$ cat config.mk
export PLATFORM = sky130hd
export DESIGN_NAME = alu_issue_ctrl
export DESIGN_NICKNAME = d
export VERILOG_FILES = /design/src/rtl/alu_pkg.sv /design/src/rtl/alu_issue_ctrl.sv
export SDC_FILE = /design/constraint.sdc
export NUM_CORES = 1
export LEC_CHECK = 0
export CAP_MARGIN = 15
export CORE_UTILIZATION = 43
export DETAILED_ROUTE_END_ITERATION = 6
export PLACE_DENSITY = 0.8
export SYNTH_ARGS = -nofsm -noshare
export SYNTH_HDL_FRONTEND = slang
export SYNTH_SLANG_ARGS = --single-unit
$ cat constraint.sdc
create_clock -name i_clk -period 2.1 [get_ports i_clk]
set_input_delay 0.42 -clock i_clk [delete_from_list [all_inputs] [get_ports i_clk]]
set_output_delay 0.42 -clock i_clk [all_outputs]
set_load 0.03 [all_outputs]
$ cat src/rtl/alu_pkg.sv
// Shared definitions for the ALU issue controller: opcodes, default widths,
// issue-state encoding and the divide-by-zero response value.
package alu_pkg;

  localparam int unsigned DATA_W_DEF = 16;
  localparam int unsigned OP_W_DEF   = 3;

  localparam logic [OP_W_DEF-1:0] ALU_NOP = 3'd0;
  localparam logic [OP_W_DEF-1:0] ALU_ADD = 3'd1;
  localparam logic [OP_W_DEF-1:0] ALU_SUB = 3'd2;
  localparam logic [OP_W_DEF-1:0] ALU_MUL = 3'd3;
  localparam logic [OP_W_DEF-1:0] ALU_DIV = 3'd4;
  localparam logic [OP_W_DEF-1:0] ALU_MOD = 3'd5;

  // Response data returned when a div/mod request carries a zero divisor
  localparam logic [15:0] DIV0_RESULT = 16'hFFFF;

  typedef enum logic [2:0] {
    ST_IDLE    = 3'd0,
    ST_EXEC    = 3'd1,
    ST_CAP_RES = 3'd2,
    ST_CAP_Z   = 3'd3,
    ST_RESP    = 3'd4
  } issue_state_e;

endpackage

$ cat src/rtl/alu_issue_ctrl.sv
// Initiator-side controller for the registered 16-bit ALU.
// Accepts one request at a time, screens illegal opcodes and zero divisors,
// drives the ALU for one cycle, waits out result and zero-flag latency and
// returns the response over a valid/ready channel.
// Optional build macro ALU_ISSUE_LOCAL_Z_EN: derive the zero flag locally from
// the captured result and skip the ALU zero-flag capture cycle.
module alu_issue_ctrl
  import alu_pkg::*;
#(
  parameter int unsigned DATA_W = DATA_W_DEF,
  parameter int unsigned OP_W   = OP_W_DEF,
  parameter int unsigned CNT_W  = 16
) (
  input  logic              i_clk,
  input  logic              i_rst_n,
  input  logic              i_req_valid,
  output logic              o_req_ready,
  input  logic [OP_W-1:0]   i_req_op,
  input  logic [DATA_W-1:0] i_req_a,
  input  logic [DATA_W-1:0] i_req_b,
  output logic              o_rsp_valid,
  input  logic              i_rsp_ready,
  output logic [DATA_W-1:0] o_rsp_data,
  output logic              o_rsp_z,
  output logic              o_rsp_err,
  output logic [OP_W-1:0]   o_alu_op,
  output logic [DATA_W-1:0] o_alu_in1,
  output logic [DATA_W-1:0] o_alu_in2,
  input  logic [DATA_W-1:0] i_alu_out,
  input  logic              i_alu_z,
  output logic [CNT_W-1:0]  o_issue_cnt
);

  issue_state_e      state_q, state_d;
  logic [OP_W-1:0]   op_q;
  logic [DATA_W-1:0] in1_q, in2_q;
  logic [DATA_W-1:0] rsp_data_q;
  logic              rsp_z_q, rsp_err_q;
  logic [CNT_W-1:0]  cnt_q;
  logic              op_legal, div_zero, reject;

  // Request screening: legal opcode range and zero divisor (divisor is in1 = a)
  always_comb begin
    op_legal = (i_req_op >= OP_W'(ALU_ADD)) && (i_req_op <= OP_W'(ALU_MOD));
    div_zero = ((i_req_op == OP_W'(ALU_DIV)) || (i_req_op == OP_W'(ALU_MOD)))
               && (i_req_a == '0);
    reject   = !op_legal || div_zero;
  end

  // State register
  always_ff @(posedge i_clk) begin
    if (!i_rst_n) state_q <= ST_IDLE;
    else          state_q <= state_d;
  end

  // Next-state and handshake/ALU-drive outputs
  always_comb begin
    state_d     = state_q;
    o_req_ready = 1'b0;
    o_rsp_valid = 1'b0;
    o_alu_op    = '0;
    case (state_q)
      ST_IDLE: begin
        o_req_ready = 1'b1;
        if (i_req_valid) state_d = reject ? ST_RESP : ST_EXEC;
      end
      ST_EXEC: begin
        o_alu_op = op_q;
        state_d  = ST_CAP_RES;
      end
      ST_CAP_RES: begin
`ifdef ALU_ISSUE_LOCAL_Z_EN
        state_d = ST_RESP;
`else
        state_d = ST_CAP_Z;
`endif
      end
      ST_CAP_Z: state_d = ST_RESP;
      ST_RESP: begin
        o_rsp_valid = 1'b1;
        if (i_rsp_ready) state_d = ST_IDLE;
      end
      default: state_d = ST_IDLE;
    endcase
  end

  // Request latch, result/flag capture and issued-operation counter
  always_ff @(posedge i_clk) begin
    if (!i_rst_n) begin
      op_q       <= '0;
      in1_q      <= '0;
      in2_q      <= '0;
      rsp_data_q <= '0;
      rsp_z_q    <= 1'b0;
      rsp_err_q  <= 1'b0;
      cnt_q      <= '0;
    end else begin
      case (state_q)
        ST_IDLE: begin
          if (i_req_valid) begin
            if (!op_legal) begin
              rsp_data_q <= '0;
              rsp_z_q    <= 1'b0;
              rsp_err_q  <= 1'b1;
            end else if (div_zero) begin
              rsp_data_q <= DATA_W'(DIV0_RESULT);
              rsp_z_q    <= 1'b0;
              rsp_err_q  <= 1'b1;
            end else begin
              op_q      <= i_req_op;
              in1_q     <= i_req_a;
              in2_q     <= i_req_b;
              rsp_err_q <= 1'b0;
            end
          end
        end
        ST_EXEC: cnt_q <= cnt_q + 1'b1;
        ST_CAP_RES: begin
          rsp_data_q <= i_alu_out;
          rsp_err_q  <= 1'b0;
`ifdef ALU_ISSUE_LOCAL_Z_EN
          rsp_z_q    <= (i_alu_out == '0);
`endif
        end
        ST_CAP_Z: begin
          rsp_z_q   <= i_alu_z;
          rsp_err_q <= 1'b0;
        end
        default: ;
      endcase
    end
  end

  assign o_alu_in1   = in1_q;
  assign o_alu_in2   = in2_q;
  assign o_rsp_data  = rsp_data_q;
  assign o_rsp_z     = rsp_z_q;
  assign o_rsp_err   = rsp_err_q;
  assign o_issue_cnt = cnt_q;

endmodule

==> flow_metrics.tcl <==
set metrics [dict create \
    status "completed" \
    relSlewSlack_pct 63.90 \
    critPathSlowestCell "or4_4" \
    power_frac_seq_pct 43.6 \
    grt_usage_pct 19.64 \
    path_clk_slew_ns 0.08 \
    hold_buffers 0 \
    yosys.cell_types.count 38 \
    netlist.area_leader.share_pct 47.17 \
    core_area_um2 6832 \
    skew_ns 0.008721 \
    netlist_instances 314 \
    power_frac_comb_pct 25.8 \
    antenna_cells 0 \
    tritoncts "done" \
    vdd_drop_max_uv 406.6 \
    crit_arrival_ns 2.36 \
    hold_viol 0 \
    rrSetupSlack_ns 0.30 \
    hold_start "i_rst_n" \
    period_share_pct 99.09 \
    async_reset_ff_share_pct 0 \
    drive_gt1_share_pct 12.72 \
    critPathMaxStageDelay_ns 0.56 \
    rows 30 \
    post-place-ws_ns -0.3315 \
    tns_ns 0 \
    slew_violations 0 \
    holdPathEnd "o_issue_cnt[7]" \
    post_cts_buffers 0 \
    grt_pass1_wl_mm 11.56 \
    cts_sinks 72 \
    area_growth_pct 51.92 \
    fmax_ghz 0.4805 \
    timing.final.ws_setup_ns 0.01902 \
    rr_worst_depth 5 \
    crit_required_ns 2.38 \
    grt_max_degree 84 \
    port_buffers 126 \
    antenna_found_initial 0 \
    maxCapViolCount 0 \
    ys.flop_type "dfxtp_1" \
    drtPass1Iterations 4 \
    cts_inserted_buffers 9 \
    min_period_ns 2.081 \
    htree_levels 3 \
    drt-total-wl_mm 7.241 \
    setup_viol 0 \
    min_path_type "input port to flop" \
    cts.path.max_buffers 2 \
    overflow 0 \
    num_vias 2651 \
    yosysSeqAreaShare_pct 47.17 \
    drc 0 \
    setup.worst_path.end_class "flop" \
    ioPinCount 127 \
    initial_core_util_pct 44.73 \
    drt_iter0_drc 132 \
    p_per_area_nw_per_um2 768.1 \
    gp_congestion 0.7409 \
    drt-vias-per-instance 4.873 \
    switching_share_pct 29.68 \
    p_sw_w 0.001058 \
    leakage_nw 1.775 \
    critPathKind "input port to flop" \
    postRouteAntennaNets 0 \
    root_buffer "clkbuf_8" \
    die-area_um2 7447 \
    avgSynthCellArea_um2 9.731 \
    die_y_um 86.30 \
    synth_area_leaders "dfxtp_1 47%, mux2i_1 12%, nand2_1 10%" \
    worstPathCellList "clkdlybuf4s50_1 > or4_4 > nor3_4 > nand4_1 > a31oi_4 > buf_12 > o221a_2" \
    syn_area_um2 3055 \
    crit_fanout 16 \
    grt_pass1_vias 2472 \
    clock_latency_ns 0.33 \
    die_w_um 86.30 \
    timing.rr.end "o_issue_cnt[8]" \
    fillers 557 \
    yosysTopAreaCell "dfxtp_1" \
    power.share.clock_pct 30.5 \
    dp_hpwl_mm 5.150 \
    hold_slack_ns 0.4459 \
    cp-start-kind "input port" \
    synth_edf_count 0 \
    nNetsFinal 500 \
    r2r-start "state_q[0]" \
    hold_depth 2 \
    ys_ff_latch 72 \
    syn-num-nets 371 \
    tightest_slew_ns 0.5402 \
    yosys_warnings 0 \
    wl_per_cell_um 13.31 \
    p_int_w 0.002507 \
]
final cells by class:
class | count | area [um^2] | share of cell area (%)
Tap cell | 96 | 120.1 | 2.588
Clock inverter | 5 | 56.30 | 1.213
Multi-Input combinational cell | 220 | 1489 | 32.08
Sequential cell | 72 | 1441 | 31.05
Clock buffer | 11 | 141.4 | 3.046
Inverter | 2 | 7.507 | 0.1617
Timing Repair Buffer | 138 | 1386 | 29.87
cell families after synthesis:
| logic type | Yosys count | share of synthesized area [%] |
|---|---|---|
| DFF | 72 | 47.17 |
| buffers and inverters | 22 | 4.832 |
| muxes | 36 | 11.79 |
| adders and majority gates | 1 | 0.4094 |
| and+or+nand+nor | 140 | 22.97 |
| AOI/OAI and AO/OA | 30 | 9.091 |
| xor gates and xnor gates | 13 | 3.726 |
critical path: cells and delay by family:
kind | cells | cell delay, ns
simple gates | 3 | 0.90
buf+inv | 2 | 0.59
compound gates | 2 | 0.44
how the worst max path moves through the flow:
stage | start | to | slack [ns]
floorplan | state_q[1] | o_rsp_data[10] | 0.17
global placement | i_req_a[13] | o_rsp_data[13] | -0.28
detailed placement | i_req_a[13] | o_rsp_data[9] | -0.33
CTS | i_req_a[13] | o_rsp_data[12] | 0.03
global route | i_req_a[13] | o_alu_in1[10] | -0.01
finish | i_req_a[13] | o_rsp_data[9] | 0.02
layout by cell type, fill, tap and decap left out, drive strengths merged, types with 7 or more instances in the layout:
| cell | count |
|---|---|
| mux2i | 36 |
| xnor2 | 7 |
| o221a | 16 |
| buf | 16 |
| nor3 | 7 |
| clkdlybuf4s50 | 120 |
| nand4 | 7 |
| dfxtp | 72 |
| and2 | 12 |
| clkbuf | 11 |
| nand2 | 81 |
metal layers:
metal / global-route usage (%) / part of all wire, % / wire length [um]
met1: 24.60 / 43 / 3092
met2: 31.60 / 48 / 3468
met3: 8.095 / 8.9 / 644
met4: 4.545 / 0.51 / 37
met5: 0 / 0 / 0
cell usage after synthesis, types with 3 or more instances:
master     n
clkbuf_1  14
nor2b_1    5
a21boi_1   3
nand4_1    6
xnor2_1    7
nor3_2     3
buf_12     3
and3_1     5
o221a_2   16
o21ai_1    3
xor2_1     6
dfxtp_1   72
nor3_1     4
or3_1      3
a21oi_1    3
mux2i_1   36
nand3_1    5
and2_1    12
nand2_1   81
nor2_1     4
repair_timing:
action                                  4_1_cts  5_1_grt
pin swaps                                     0        0
resized for setup                             2        3
endpoints found under the setup margin        2        3
per-stage QoR:
stage,instances,total power [W],util (%),instance area [um^2]
after floorplan,314,0.002116,-,3062
after global placement,528,0.002493,64.87,4432
after detailed placement,528,0.002512,64.87,4432
after CTS,544,0.003594,67.73,4627
after global routing,544,0.003716,67.95,4642
final,544,0.003566,67.95,4642
registers in the layout, summed over array words and instances (netlist names):
register     flops
o_alu_in2       16
o_issue_cnt     16
op_q             3
state_q          3
o_rsp_err        1
o_rsp_data      16
o_rsp_z          1
o_alu_in1       16
power groups by stage:
stage / logic [W] / registers (W) / clock network (W)
2_1_floorplan: 0.000340 / 0.00178 / 0
3_3_place_gp: 0.000912 / 0.00158 / 0
3_5_place_dp: 0.000929 / 0.00158 / 0
4_1_cts: 0.000927 / 0.00156 / 0.00111
5_1_grt: 0.000978 / 0.00157 / 0.00117
6_report: 0.000921 / 0.00156 / 0.00109
Power figures use the tool's default switching activity.
==> patch 1: new RTL, same settings <==
Add a define of `ALU_ISSUE_LOCAL_Z_EN`.
--- a/src/rtl/alu_issue_ctrl.sv
+++ b/src/rtl/alu_issue_ctrl.sv
@@ -4,6 +4,8 @@
 // returns the response over a valid/ready channel.
 // Optional build macro ALU_ISSUE_LOCAL_Z_EN: derive the zero flag locally from
 // the captured result and skip the ALU zero-flag capture cycle.
+`define ALU_ISSUE_LOCAL_Z_EN
+
 module alu_issue_ctrl
   import alu_pkg::*;
 #(
Formal check against the unedited RTL: not equivalent (a bounded check fails within 4 cycles, from zero or initial values and one cycle with i_rst_n low).
==> patch 1 against the unedited design <==
  * Wire length increased by 27%
  * Combinational power decreased by 14%
  * Global-route usage increased by 2.3 points
  * Design area increased by 10%
  * Setup slack improved by 0.028 ns
  * Area after synthesis increased by 7.3%
  * Power decreased by 2.8%
  * Count of clock-buffer cells in the layout unchanged
  * Sequential cell count unchanged
  * Critical path type unchanged
  * Critical endpoint is now o_alu_in2[9]
  * Highest routed layer unchanged
==> patch 1: results (changes against the unedited design) <==
* Fillers at 565 (was 557)
* Post-Place Worst Slack at -0.3965 ns (was -0.3315 ns)
* Proportion of cell area spent on the clock network at 0.04162 (was 0.04259)
* Maximum number of pins on one net before global-route repair at 32 (was 84)
* Met1 routing resource usage after global routing at 0.2639 (was 0.2460)
* Met3 Routed Length at 336 um (was 644 um)
* Startpoint of the lowest-slack hold path: i_req_a[13] (was i_rst_n)
* Non-CTS inverters at 4 (was 2)
* Amount of wire on met2 after detailed routing at 4685 um (was 3468 um)
* Worst endpoint data arrival time at 2.28 ns (was 2.36 ns)
* VDD IR max at 0.0005012 V (was 0.0004066 V)
* Result of the run: finished, final reports clean (unchanged)
* Post-synthesis cell type count at 42 (was 38)
* Final hold slack at 0.3911 ns (was 0.4459 ns)
* Cell types occupying the most area after synthesis: dfxtp_1, mux2i_1, nand2_1 (unchanged)
* Fraction of layout instances using a drive strength above 1 at 0.1193 (was 0.1272)
* Uppermost metal layer occupied by signal nets: met4 (unchanged)
* Overall routing resource usage at 0.2194 (was 0.1964)
* Worst Clk Skew at 0.01014 ns (was 0.008721 ns)
* Critical path's largest stage delay at 0.53 ns (was 0.56 ns)
* GPL Wtd Cong at 0.8233 (was 0.7409)
* Detail-routed via count per cell at 5.254 (was 4.873)
* Multi-input logic portion of the cell area at 0.3381 (was 0.3208)
* Met3 global-route usage at 0.03139 (was 0.08095)
* Number of design-rule violations left by the first detailed-router iteration at 77 (was 132)
* Critical Path Fanout Max at 12 (was 16)
* Endpoint of the lowest-slack register-to-register path: o_alu_in2[9] (was o_issue_cnt[8])
* R2r startpoint: state_q[2] (was state_q[0])
* Global-route met2 utilization at 0.3879 (was 0.3160)
* Multi-input combinational gate total at 276 (was 220)
* Register-to-Register Setup Slack at 0.15 ns (was 0.30 ns)
* Leakage Power at 0.001916 uW (was 0.001775 uW)
* Global-route wire length before repair at 13,700 um (was 11,560 um)
* Worst slew margin relative to its limit at 0.6875 (was 0.6390)
* Hold depth at 3 (was 2)
* Synthesized Nets at 437 (was 371)
* Buffer share of cell area at 0.3111 (was 0.2987)
* Detailed-route wire length on metal 1 at 4014 um (was 3092 um)
* Via count of the first global-routing pass at 3,009 (was 2,472)
* Commonest cells post-synth: nand2_1, dfxtp_1, mux2i_1, clkbuf_1, nor3_1 (was nand2_1, dfxtp_1, mux2i_1, o221a_2, clkbuf_1)
* Depth of the worst register-to-register path at 7 (was 5)
* Worst Hold Path EP: o_alu_in1[13] (was o_issue_cnt[7])
* Seq/Total Area, Yosys at 0.4395 (was 0.4717)
* Number of nets in the final layout at 580 (was 500)
-- patch 1: cell count changes in the layout (fill, tap and decap cells not counted), sizes merged, moves of 9 or more --
cell / change
nor4: +9
a211oi: +17
nor2: +9
a21oi: +15
o21ai: +13
buf: +20
nor3: +15
o221a: -16
-- patch 1: metrics by stage --
step	util	std cells	setup TNS (ns)	cell area (um2)
after global routing	0.6972	627	0	5111
after global placement	0.6522	607	-13.50	4781
final	0.6972	627	0	5111
after floorplan	-	380	0	3279
after CTS	0.6815	623	0	4996
after detailed placement	0.6522	607	-15.53	4781
-- patch 1: cell families (layout without fill, tap and decap cells) --
| logic type | count (synthesis) | in the layout | share of synthesized area |
|---|---|---|---|
| compound gates | 60 | 60 | 0.1122 |
| xor+xnor | 11 | 11 | 0.02938 |
| fa+ha+maj | 1 | 1 | 0.003815 |
| buf+inv | 32 | 180 | 0.04616 |
| flops | 72 | 72 | 0.4395 |
| mux | 38 | 38 | 0.1160 |
| simple gates | 166 | 166 | 0.2530 |
-- patch 1: worst max path at each step --
stage | from | endpoint | slack [ns] | cells past startpoint
finish | i_req_a[14] | o_alu_in2[9] | 0.05 | 8
global route | i_req_a[14] | o_alu_in1[8] | 0.005 | 8
CTS | i_req_valid | o_alu_in2[0] | 0.001 | 7
detailed placement | i_req_valid | o_alu_in1[4] | -0.40 | 7
global placement | i_req_valid | o_alu_in2[14] | -0.29 | 7
floorplan | i_req_a[8] | o_alu_in1[0] | 0.10 | 6
-- patch 1: report_power, final --
group | internal [uW] | switching (uW)
Clock | 670 | 512
Combinational | 392 | 396
Sequential | 1440 | 52.8
-- patch 1: tightest hold or removal path, delay by kind of cell --
family | cells | cell delay (ns)
and+or+nand+nor | 1 | 0.06
muxes | 1 | 0.06
buffers and inverters | 1 | 0.14
==> patch 2: new RTL, same flow settings <==
Without the edit above. Put one more register stage on the output `o_issue_cnt`. The value now appears one clock later. The other outputs are not delayed to match.
--- a/src/rtl/alu_issue_ctrl.sv
+++ b/src/rtl/alu_issue_ctrl.sv
@@ -136,7 +136,9 @@
   assign o_rsp_data  = rsp_data_q;
   assign o_rsp_z     = rsp_z_q;
   assign o_rsp_err   = rsp_err_q;
-  assign o_issue_cnt = cnt_q;
+  always_ff @(posedge i_clk) begin
+    o_issue_cnt <= cnt_q;
+  end
 
 endmodule
 
Check against the original RTL: not equivalent (Yosys sat finds a counterexample within 4 cycles, from zero or initial values and one cycle with i_rst_n low).
==> patch 2 against the unedited design <==
  * Design area up 16%
  * Sequential cell count up 16
  * Count of clock-buffer cells in the layout grew 3
  * First-iteration DRC count is 6.1% lower
  * Area after synthesis is 22% higher
  * Global-route usage up 1.3 points
  * Sequential power increased by 19%
  * Power rose by 13%
  * Cell count is 22% higher
  * Wire length increased by 25%
  * Setup slack better by 0.16 ns
  * Highest routed layer unchanged
==> patch 2: results (changes against the unedited design) <==
* Via count of the first global-routing pass at 3,313 (was 2,472)
* Antenna diode count at 0 (unchanged)
* Depth of the worst register-to-register path at 5 (unchanged)
* Worst Hold Path EP: o_issue_cnt[9] (was o_issue_cnt[7])
* Cell types occupying the most area after synthesis: dfxtp_1, mux2i_1, nand2_1 (unchanged)
* Worst Clk Skew at 0.007429 ns (was 0.008721 ns)
* R2r startpoint: state_q[1] (was state_q[0])
* Worst endpoint data arrival time at 1.50 ns (was 2.36 ns)
* Total grt overflow at 0 (unchanged)
* Port Buf Inserts at 126 (unchanged)
* Source-to-sink clock delay at the later pin of the worst-skew pair at 0.35 ns (was 0.33 ns)
* Overall routing resource usage at 0.2098 (was 0.1964)
* Number of cells produced by synthesis at 423 (was 314)
* Number of nets in the final layout at 610 (was 500)
* Fraction of layout instances using a drive strength above 1 at 0.08961 (was 0.1272)
* Initial DRT Pass Iterations at 4 (unchanged)
* Hold depth at 0 (was 2)
* Maximum number of pins on one net before global-route repair at 61 (was 84)
* Final cell count without fillers at 663 (was 544)
* Result of the run: finished, final reports clean (unchanged)
* Endpoint of the lowest-slack register-to-register path: o_rsp_data[4] (was o_issue_cnt[8])
* Xor and xnor fraction of the mapped netlist area at 0.02351 (was 0.03726)
* Share of synthesized area spent on multiplexers at 0.09943 (was 0.1179)
* Commonest cells post-synth: dfxtp_1, nand2_1, mux2i_1, nor2_1 (was nand2_1, dfxtp_1, mux2i_1, o221a_2, clkbuf_1)
* Global-route wire length before repair at 14,840 um (was 11,560 um)
* Synthesized Nets at 480 (was 371)
* Register-to-Register Setup Slack at 0.24 ns (was 0.30 ns)
* GPL Wtd Cong at 0.8376 (was 0.7409)
* Maximum count of clock buffers along a single path at 2 (unchanged)
* Share of synthesized registers carrying an async set or reset at 0 (unchanged)
* Clock edge transition at the registers on the reported setup and hold paths at 0.08 ns (about the same)
* VDD IR max at 0.0003566 V (was 0.0004066 V)
* Post-synthesis cell type count at 50 (was 38)
* Startpoint of the lowest-slack hold path: cnt_q[9] (was i_rst_n)
* Leakage Power at 0.002093 uW (was 0.001775 uW)
* Fillers at 688 (was 557)
* Number of design-rule violations left by the first detailed-router iteration at 124 (was 132)
* Count of placed standard cells including taps at 647 (was 528)
* Critical Path Fanout Max at 17 (was 16)
* Buffers inserted during post-CTS setup optimization at 0 (unchanged)
* Total wirelength of the detailed-routed design at 9030 um (was 7241 um)
* Area fraction in compound gates after synthesis at 0.1206 (was 0.09091)
* Arithmetic-cell share of the synthesized area counting full adders, half adders and majority gates at 0.003359 (was 0.004095)
* Clock Tree Root: clkbuf_8 (unchanged)
* Number of warnings issued by yosys at 0 (unchanged)
* Class of the most critical hold timing path: register to register (was primary input to register)
* HPWL reported at the end of detailed placement at 6586 um (was 5150 um)
* Placed inst area at 0.005180 mm2 (was 0.004432 mm2)
* Detail-routed via count per cell at 5.134 (was 4.873)
* Number of antenna violations at the first check in global routing at 0 (unchanged)
* Seq/Total Area, Yosys at 0.4730 (was 0.4717)
* Worst slew margin relative to its limit at 0.3011 (was 0.6390)
patch 2: changes by cell type in the layout (fill, tap and decap cells not counted), sizes merged, moves of 9 or more:
cell | before | now
nor2 | 4 | 34
inv | 2 | 20
a211oi | 0 | 17
a21oi | 3 | 20
dfxtp | 72 | 88
o21ai | 5 | 21
o221a | 16 | 0
buf | 16 | 25
patch 2: how the worst max path moves through the flow:
stage	start	end	slack (ns)	cells after the start
floorplan	state_q[1]	o_rsp_valid	0.27	3
detailed placement	i_req_valid	o_rsp_data[4]	-0.15	5
CTS	state_q[0]	o_alu_op[0]	0.06	3
global route	state_q[1]	o_alu_op[0]	0.03	4
finish	state_q[1]	o_alu_op[0]	0.18	4
global placement	i_req_op[1]	o_alu_in1[13]	-0.06	7
patch 2: power breakdown:
group	internal (uW)	total, uW	switching (uW)
Sequential	1770	1850	77.6
Combinational	462	1010	548
Clock	618	1180	565
patch 2: cell type report:
cell class	instances	area, um2	area share
clock buffers	14	162.7	0.03021
multi-input cells	287	1745	0.3242
clock inverters	2	37.54	0.006972
inverters	20	75.07	0.01394
well taps	105	131.4	0.02440
flip-flops and latches	88	1763	0.3274
repair buffers	147	1469	0.2728
patch 2: kinds of logic (layout without fill, tap and decap cells):
group,count (synthesis),count (layout)
buffers and inverters,48,183
muxes,37,37
and+or+nand+nor,168,168
DFF,88,88
adders and majority gates,1,1
xor gates and xnor gates,10,10
AOI/OAI and AO/OA,71,71
patch 2: per-stage QoR:
step	hold WS [ns]	setup WS (ns)	util	setup TNS, ns	total power, uW
floorplan	0.3428	0.2699	-	0	2474
global placement	0.3562	-0.06187	0.6242	-2.090	2876
detailed placement	0.3648	-0.1537	0.6242	-4.365	2907
CTS	0.3754	0.06175	0.6486	0	4078
global route	0.3888	0.03248	0.6487	0	4230
finish	0.3743	0.1773	0.6487	0	4044
patch 2: timing repair:
item                                   in CTS  in global routing
gates resized for setup                     3                  1
cloned                                      0                  0
setup endpoints to repair                   5                  2
endpoints found under the hold margin       0                  0
patch 2: critical path, cell delays in order, from the launching register on:
cell     delay (ns)
dfxtp_1        0.35
buf_4          0.21
nor3b_2        0.26
and2_1         0.21
buf_12         0.13
patch 2: per-layer routing:
layer,vias up,wire length (um),GRT usage
met3,15,422,0.03907
met5,-,0,0
met4,0,191,0.09596
met2,98,4552,0.3756
met1,1607,3864,0.2402
li1,1684,-,-
